**src/rtl/wvb_overflow_log_fifo.sv**
```systemverilog
// Responder for the overflow-log req/ack handshake; stores {start, end} LTC pairs in an FWFT FIFO.
// Optional duration accumulator (total_ovfl_clks_o) is compiled in with WVB_OVFL_LOG_DURATION_EN.
module wvb_overflow_log_fifo #(
  parameter int unsigned P_LTC_WIDTH      = 48,
  parameter int unsigned P_DEPTH_LOG2     = 4,
  parameter int unsigned P_DROP_CNT_WIDTH = 16
) (
  input  logic                        clk_i,
  input  logic                        rst_i,
  input  logic                        overflow_fifo_req_i,
  input  logic [P_LTC_WIDTH-1:0]      overflow_start_ltc_i,
  input  logic [P_LTC_WIDTH-1:0]      overflow_end_ltc_i,
  output logic                        overflow_fifo_ack_o,
  input  logic                        rd_ack_i,
  output logic [P_LTC_WIDTH-1:0]      rd_start_ltc_o,
  output logic [P_LTC_WIDTH-1:0]      rd_end_ltc_o,
  output logic                        empty_o,
  output logic                        full_o,
  output logic [P_DEPTH_LOG2:0]       count_o,
  output logic [P_DROP_CNT_WIDTH-1:0] drop_cnt_o,
  input  logic                        drop_clr_i
`ifdef WVB_OVFL_LOG_DURATION_EN
  ,
  output logic [P_LTC_WIDTH-1:0]      total_ovfl_clks_o
`endif
);

  localparam int unsigned Depth  = 1 << P_DEPTH_LOG2;
  localparam int unsigned CntW   = P_DEPTH_LOG2 + 1;
  localparam int unsigned EntryW = 2 * P_LTC_WIDTH;

  localparam logic [CntW-1:0]             FullCnt = CntW'(Depth);
  localparam logic [CntW-1:0]             CntOne  = CntW'(1);
  localparam logic [P_DEPTH_LOG2-1:0]     PtrOne  = P_DEPTH_LOG2'(1);
  localparam logic [P_DROP_CNT_WIDTH-1:0] DropOne = P_DROP_CNT_WIDTH'(1);

  typedef enum logic [1:0] {
    StIdle    = 2'd0,
    StAck     = 2'd1,
    StRelease = 2'd2
  } state_e;

  state_e state_q, state_d;
  logic   ack_q, ack_d;
  logic   capture;

  logic [EntryW-1:0]       mem_q [Depth];
  logic [P_DEPTH_LOG2-1:0] wr_ptr_q, wr_ptr_d;
  logic [P_DEPTH_LOG2-1:0] rd_ptr_q, rd_ptr_d;
  logic [CntW-1:0]         count_q, count_d;
  logic [P_DROP_CNT_WIDTH-1:0] drop_cnt_q, drop_cnt_d;

  logic full, empty, push, pop, drop;

  // Handshake FSM: one capture per req assertion, then wait for req low plus one idle cycle.
  always_comb begin
    state_d = state_q;
    ack_d   = ack_q;
    capture = 1'b0;
    unique case (state_q)
      StIdle: begin
        if (overflow_fifo_req_i) begin
          capture = 1'b1;
          ack_d   = 1'b1;
          state_d = StAck;
        end
      end
      StAck: begin
        if (!overflow_fifo_req_i) begin
          ack_d   = 1'b0;
          state_d = StRelease;
        end
      end
      StRelease: state_d = StIdle;
      default: begin
        ack_d   = 1'b0;
        state_d = StIdle;
      end
    endcase
  end

  always_ff @(posedge clk_i) begin
    if (rst_i) begin
      state_q <= StIdle;
      ack_q   <= 1'b0;
    end else begin
      state_q <= state_d;
      ack_q   <= ack_d;
    end
  end

  // Full/empty come from the pre-edge count, so a pop never makes room for a same-cycle request.
  assign full  = (count_q == FullCnt);
  assign empty = (count_q == '0);
  assign push  = capture & ~full;
  assign drop  = capture & full;
  assign pop   = rd_ack_i & ~empty;

  always_comb begin
    wr_ptr_d = push ? wr_ptr_q + PtrOne : wr_ptr_q;
    rd_ptr_d = pop ? rd_ptr_q + PtrOne : rd_ptr_q;
    count_d  = count_q;
    if (push && !pop) begin
      count_d = count_q + CntOne;
    end else if (pop && !push) begin
      count_d = count_q - CntOne;
    end
  end

  always_comb begin
    drop_cnt_d = drop_cnt_q;
    if (drop_clr_i) begin
      drop_cnt_d = '0;
    end else if (drop && (drop_cnt_q != '1)) begin
      drop_cnt_d = drop_cnt_q + DropOne;
    end
  end

  always_ff @(posedge clk_i) begin
    if (rst_i) begin
      wr_ptr_q   <= '0;
      rd_ptr_q   <= '0;
      count_q    <= '0;
      drop_cnt_q <= '0;
    end else begin
      wr_ptr_q   <= wr_ptr_d;
      rd_ptr_q   <= rd_ptr_d;
      count_q    <= count_d;
      drop_cnt_q <= drop_cnt_d;
    end
  end

  // Storage needs no reset: the head is masked to zero while empty.
  always_ff @(posedge clk_i) begin
    if (push) begin
      mem_q[wr_ptr_q] <= {overflow_start_ltc_i, overflow_end_ltc_i};
    end
  end

  logic [EntryW-1:0] head;
  assign head = empty ? '0 : mem_q[rd_ptr_q];

  assign rd_start_ltc_o      = head[EntryW-1:P_LTC_WIDTH];
  assign rd_end_ltc_o        = head[P_LTC_WIDTH-1:0];
  assign empty_o             = empty;
  assign full_o              = full;
  assign count_o             = count_q;
  assign drop_cnt_o          = drop_cnt_q;
  assign overflow_fifo_ack_o = ack_q;

`ifdef WVB_OVFL_LOG_DURATION_EN
  logic [P_LTC_WIDTH-1:0] cap_start_q, cap_end_q;
  logic                   acc_pend_q;
  logic [P_LTC_WIDTH-1:0] total_q, total_d;
  logic [P_LTC_WIDTH-1:0] dur;
  logic [P_LTC_WIDTH:0]   acc_sum;

  // Duration wraps modulo 2^P_LTC_WIDTH; the extra sum bit flags accumulator saturation.
  assign dur     = cap_end_q - cap_start_q;
  assign acc_sum = {1'b0, total_q} + {1'b0, dur};

  always_comb begin
    total_d = total_q;
    if (drop_clr_i) begin
      total_d = '0;
    end else if (acc_pend_q) begin
      total_d = acc_sum[P_LTC_WIDTH] ? '1 : acc_sum[P_LTC_WIDTH-1:0];
    end
  end

  always_ff @(posedge clk_i) begin
    if (rst_i) begin
      cap_start_q <= '0;
      cap_end_q   <= '0;
      acc_pend_q  <= 1'b0;
      total_q     <= '0;
    end else begin
      acc_pend_q <= capture;
      total_q    <= total_d;
      if (capture) begin
        cap_start_q <= overflow_start_ltc_i;
        cap_end_q   <= overflow_end_ltc_i;
      end
    end
  end

  assign total_ovfl_clks_o = total_q;
`endif

endmodule

```
**config.mk**
```make
export PLATFORM = sky130hd
export DESIGN_NAME = wvb_overflow_log_fifo
export DESIGN_NICKNAME = d
export VERILOG_FILES = /design/src/rtl/wvb_overflow_log_fifo.sv
export SDC_FILE = /design/constraint.sdc
export NUM_CORES = 1
export LEC_CHECK = 0
export ABC_AREA = 1
export BUFFER_PORTS_ARGS = -buffer_cell sky130_fd_sc_hd__buf_4
export CAP_MARGIN = 20
export CORE_ASPECT_RATIO = 1.75
export CORE_MARGIN = 4
export CORE_UTILIZATION = 35
export DETAILED_ROUTE_END_ITERATION = 10
export GPL_TIMING_DRIVEN = 0
export PLACE_DENSITY_LB_ADDON = 0.25
export SETUP_SLACK_MARGIN = 0.5
export SYNTH_ARGS = -nofsm -noshare
export SYNTH_HDL_FRONTEND = slang
export SYNTH_SLANG_ARGS = --single-unit
```
**constraint.sdc**
```tcl
create_clock -name clk_i -period 6.3 [get_ports clk_i]
set_input_delay 0.315 -clock clk_i [delete_from_list [all_inputs] [get_ports clk_i]]
set_output_delay 0.315 -clock clk_i [all_outputs]
set_load 0.02 [all_outputs]
```
# After elaboration in Yosys (flattened, before gate mapping)
# Memories as Yosys holds them, arrays and structs flattened. A register that Yosys moved wholly into a read port is not among the register bits.
# Index checks and enable logic that the tools add are counted.
classes:
  add_sub_neg: 5
  n_eq_ne: 6
  mux: 15
  bitwise: 6
  reduce_logical: 11
op_table:
  columns: ["op", "n"]
  rows:
  - ["2-to-1 mux 96 bit", 1]
  - ["adder 16 x 1 -> 16 bit, second input constant", 1]
  - ["inequality test 16 bit, second input constant", 1]
  - ["2-to-1 mux 5 bit", 2]
  - ["adder 4 x 1 -> 4 bit, second input constant", 2]
  - ["2-to-1 mux 4 bit", 2]
  - ["2-to-1 mux 1 bit", 6]
  - ["adder 5 x 1 -> 5 bit, second input constant", 1]
  - ["equality test 5 bit, second input constant", 1]
  - ["logical NOT 5 bit", 1]
  - ["subtractor 5 x 1 -> 5 bit, second input constant", 1]
  - ["2-to-1 mux 2 bit", 2]
  - ["inequality test 2 bit, second input constant", 2]
  - ["case mux 2 bit (2 select lines)", 1]
  - ["AND 1 bit", 3]
  - ["logical AND 1 bit", 3]
  - ["NOT 1 bit", 3]
  - ["case mux 1 bit (3 select lines)", 1]
  - ["AND reduction 3 bit", 1]
  - ["equality test 2 x 1 -> 1 bit, second input constant", 1]
  - ["equality test 2 bit, second input constant", 1]
  - ["logical NOT 1 bit", 2]
  - ["logical NOT 2 bit", 1]
  - ["AND reduction 2 bit", 1]
  - ["other kinds (2)", 2]
word_totals:
  reg_bits: 32
  ramBits: 1536
  inputBits: 101
  out_inout_bits: 120
  word_cells: 50
  mem_count: 1
mem_list:
  columns: ["name", "depth", "width", "read_ports", "rd_clocked_by_memory_dff", "wr", "line", "source"]
  rows:
  - ["mem_q", 16, 96, 1, 1, 1, "47", "logic [EntryW-1:0] mem_q [Depth];"]

# Logic depth before layout (Yosys ltp)
logic_depth:
  depth_word: 7
  mapped_depth: 15
  depth_no_buf: 15

# Least setup slack after synthesis
# OpenSTA, ideal clock, no wires.
synth_timing:
  path_type: "register -> register"
  startpoint: "register count_q[0] (netlist: count_o[0])"
  endpoint: "memory mem_q[11][0] (netlist name), enable pin"
  setup_time_ns: 0.552
  arrival_ns: 5.151
  t_required_ns: 5.748
  path_slack_ns: 0.597
  path_stages_with_launch: 7
  n_path_buf: 0
  synth_period_minus_slack_ns: 5.703
  cell_sequence: "dfxtp_1 > nor2_1 > nand3_1 > nand2_1 > inv_1 > nand2_1 > nor2_1"
synth_between:
  elab_chain_len: 5
synth_rtl:
  columns: ["item", "line", "source"]
  rows:
  - ["start, declared", "50", "logic [CntW-1:0] count_q, count_d;"]
  - ["start signal, assigned", "128", "count_q <= count_d;"]
  - ["equality test 5 bit", "93", "assign full = (count_q == FullCnt);"]
  - ["NOT 1 bit", "95", "assign push = capture & ~full;"]
  - ["AND 1 bit", "95", null]
  - ["via push", "53", "logic full, empty, push, pop, drop;"]
  - ["2-to-1 mux 1 bit", "135", "if (push) begin"]
  - ["2-to-1 mux 1 bit (implied by the code)", "136", "mem_q[wr_ptr_q] <= {overflow_start_ltc_i, overflow_end_ltc_i};"]
  - ["end, declared", "47", null]
# The timed path passes the listed nets, and every way through them passes these cells.

==> summary.md <==
| Metric | Value |
|---|---|
| Min Tclk post-route | roughly 5.1 ns |
| Largest net degree at the start of global routing | 28 |
| Crit start category | flop |
| Syn Area/Cell | 10.7 sq um |
| Yosys top cell area share | 69.7% |
| Die area | 196000 sq um |
| First-pass GRT wire length | ~310 mm |
| # nets final | 6874 |
| Vias | approximately 46000 |
| ANT nets after route | 0 |
| Reg clk slew, reported paths | ~0.07 ns |
| FF-to-FF path depth | 8 |
| Commonest cells post-synth | 2006 x nand2_1, 1536 x edfxtp_1, 974 x nand3_1 |
| Sequential-to-total area share from yosys stat | 70.7% |
| Initial antenna violation count | 9 |
| Post-synthesis cell area | between 60000 and 70000 sq um |
| Max IR drop VDD | 228 uV |
| Drt pass-1 iters | 5 |
| Worst hold path startpoint | overflow_fifo_req_i |
| Post-cts sizing count | 0 |
| CP most frequent cell | clkbuf_1 |
| H-tree levels | 4 |
| WHS Path Cells | 3 |
| WL per Instance | about 24 microns |
| Crit-path slowest cell | clkbuf_1 |
| Yosys Warn Count | 0 |
| Vias per cell | 4.99 |
| Tcrit/Tclk final | 81.1% |
| Worst slew pin tran | 1.14 ns |
| Slowest stage delay, CP | 0.91 ns |
| Pwr dens | 375 nW/um^2 |
| Initial core utilization | a little over a third |
| CP cell instances | clkbuf_1, clkinv_1, clkbuf_1, clkbuf_1, nand3_1, a21oi_1, buf_4 |
| Crit path max fanout | 10 |
| Post-synth EDFFs | roughly 1500 |
| Hpwl dp | ~160 mm |
| FP Rows | 211 |
| Layout area overhead | 18.6% |
| Routability cong. | between 0.8 and 0.9 |
| IO Port Bufs | 220 |
| Internal reg-to-reg setup slack | 3.21 ns |
| Hold WC Path Type | input port to flop |
| Hold Vio Cnt, Final | 0 |
| Chip Width | 337 microns |
| Dpl cells | between 8000 and 9000 |
| Most common cell in the synthesized netlist | nand2_1 |
| Maxcap violations | 0 |
| Dominant cell type by area after synthesis | edfxtp_1 |
| Critical Path End Type | output port |
| # DRC | 0 |
| RSZ-0062 raised after global routing | false |
| Skew-Pair Late Insertion Delay | 0.79 ns |
| Worst r2r src | count_o[0] |
| Filler cells | around 18000 |
| Slew Limit Fails | 0 |
| Data arrival time of the worst path | approximately 4.8 ns |
| Top FF cell, synth | edfxtp_1 |
| FMAX | 196 MHz |
| Flip-flop and latch count after synthesis | 1572 |
| Chip Height | 583 microns |
| CTS tree | yes |
| Overall Global Routing Usage | between 20% and 30% |
| CTS root buffer | clkbuf_16 |
| Cell variety after synth | 25 |
| Synth area leaders | edfxtp_1 70%, nand2_1 11%, nand3_1 7.4% |
| Cells after Synth | between 6000 and 7000 |
| Crit Path Class | flop to output port |
| P_leak | 31.3 nW |
| Non-Filler Instances | 9320 |
| CP required | 5.98 ns |
| Ys async rst share | 0% |
| Cts bufs inserted | 152 |
| Bufs on Longest Clock Path | 4 |
| Post-CTS Setup Bufs | 0 |
| Vias in the first global route | between 40000 and 50000 |
| Iteration-0 DRC Markers | 4454 |
| Tot Pwr | 29.5 mW |
| Worst slew margin | 23.9% |
| CORE AREA | between 150000 and 200000 sq um |
| Post-Syn Nets | 6319 |
| Status | finished clean |
| I/O Pins | 221 |
| Setup Skew | 0.0274 ns |
| Final Routed Wirelength | 221 mm |
| Final setup fails | 0 |
| Share of cells above drive strength 1 | 9.81% |
| Hold endpoint | state_q[1] |
| Final global-route overflow total | 0 |
| Reg2reg end | mem_q[3][47] |
| Clk sinks | 1572 |
| CTS Hold Bufs | 100 |
==> per-layer routing <==
metal  vias up  routed length [microns]  global-route usage [%]
met1     22753                    81500                    25.4
met5         -                       50                       0
met3       500                    12000                    2.70
met2      1685                   115000                    40.4
met4         6                    12400                    10.8
li1      21540                        -                       -
==> metrics by stage <==
| stage | worst slack, ns | hold slack [ns] | setup TNS, ns | util, % | area (sq um) |
|---|---|---|---|---|---|
| finish | 1.19 | 0.240 | 0 | 41.7 | 78500 |
| global route | 1.25 | 0.239 | 0 | 41.7 | 78500 |
| CTS | 1.17 | 0.194 | 0 | 41.7 | 78500 |
| detailed placement | 2.03 | 0.412 | 0 | 38.6 | 72700 |
| global placement | -5.01 | 0.406 | -7004.26 | 37.6 | 70900 |
| floorplan | 0.597 | 0.393 | 0 | - | 66200 |
==> flip-flops by register name, indices dropped and copies added (netlist names), named ones only <==
| register | flops |
|---|---|
| rd_ptr_q | 4 |
| overflow_fifo_ack_o | 1 |
| wr_ptr_q | 4 |
| state_q | 2 |
| mem_q | 1536 |
| count_o | 5 |
| drop_cnt_o | 16 |
==> layout make-up <==
class                   instances  area, sq um  share of cell area (%)
well taps                    2449         3060                    3.90
flip-flops and latches       1572        46800                    59.7
diodes                          2         5.00                 0.00637
inverters                     809         3040                    3.87
plain buffers                 332         1550                    1.97
multi-input cells            3494        14900                    19.0
repair buffers                401         4310                    5.49
clock buffers                 178         3980                    5.06
clock inverters                83          830                    1.06
==> layout by cell type, fill, tap and decap left out, types with 4 or more instances in the layout <==
master,n
a21oi_1,116
buf_1,39
buf_12,64
buf_16,10
buf_2,113
buf_4,226
buf_6,16
buf_8,8
bufinv_16,16
clkbuf_1,176
clkbuf_16,155
clkinv_1,26
clkinv_2,29
clkinvlp_4,5
dfxtp_1,36
dlygate4sd3_1,100
edfxtp_1,1536
ha_1,10
inv_1,805
inv_6,4
nand2_1,2006
nand3_1,974
nand4_1,4
nor2_1,243
nor2_4,16
o21ai_0,108
xnor2_1,7
xor2_1,4
==> how the worst max path moves through the flow <==
stage | slack (ns) | depth (start not counted) | end | start
after floorplan | 0.60 | 6 | mem_q[11][0] | count_o[0]
after global placement | -5.01 | 9 | mem_q[15][56] | overflow_fifo_req_i
after detailed placement | 2.03 | 7 | rd_start_ltc_o[12] | flop
after CTS | 1.17 | 7 | rd_start_ltc_o[12] | flop
after global routing | 1.25 | 7 | rd_start_ltc_o[13] | flop
final | 1.19 | 7 | rd_start_ltc_o[13] | flop
==> cell families (layout without fill, tap and decap cells) <==
| family | Yosys count | after routing | synth area share [%] |
|---|---|---|---|
| AO/OA/AOI/OAI | 225 | 225 | 1.70 |
| AND/OR/NAND/NOR | 3247 | 3247 | 20.3 |
| buffers and inverters | 1141 | 1803 | 6.91 |
| flip-flops | 1572 | 1572 | 70.7 |
| XOR/XNOR | 11 | 11 | 0.145 |
| adder cells (fa/ha/maj) | 11 | 11 | 0.219 |
| other | 0 | 2 | 0 |
==> worst max-delay path: cells and delay by family, from the launching register on <==
| family | cells | cell delay, ns |
|---|---|---|
| compound gates | 1 | 0.57 |
| simple gates | 1 | 0.27 |
| buf+inv | 5 | 2.83 |
| flops | 1 | 0.30 |
==> report_power, final <==
group	internal [mW]	switching, mW	leakage [nW]	total [mW]
Clock	5.17	3.97	2.36	9.14
Combinational	2.34	6.26	14.8	8.60
Sequential	11.7	0.0598	14.1	11.7
Total	19.2	10.3	31.3	29.5
Power figures use the tool's default switching activity.
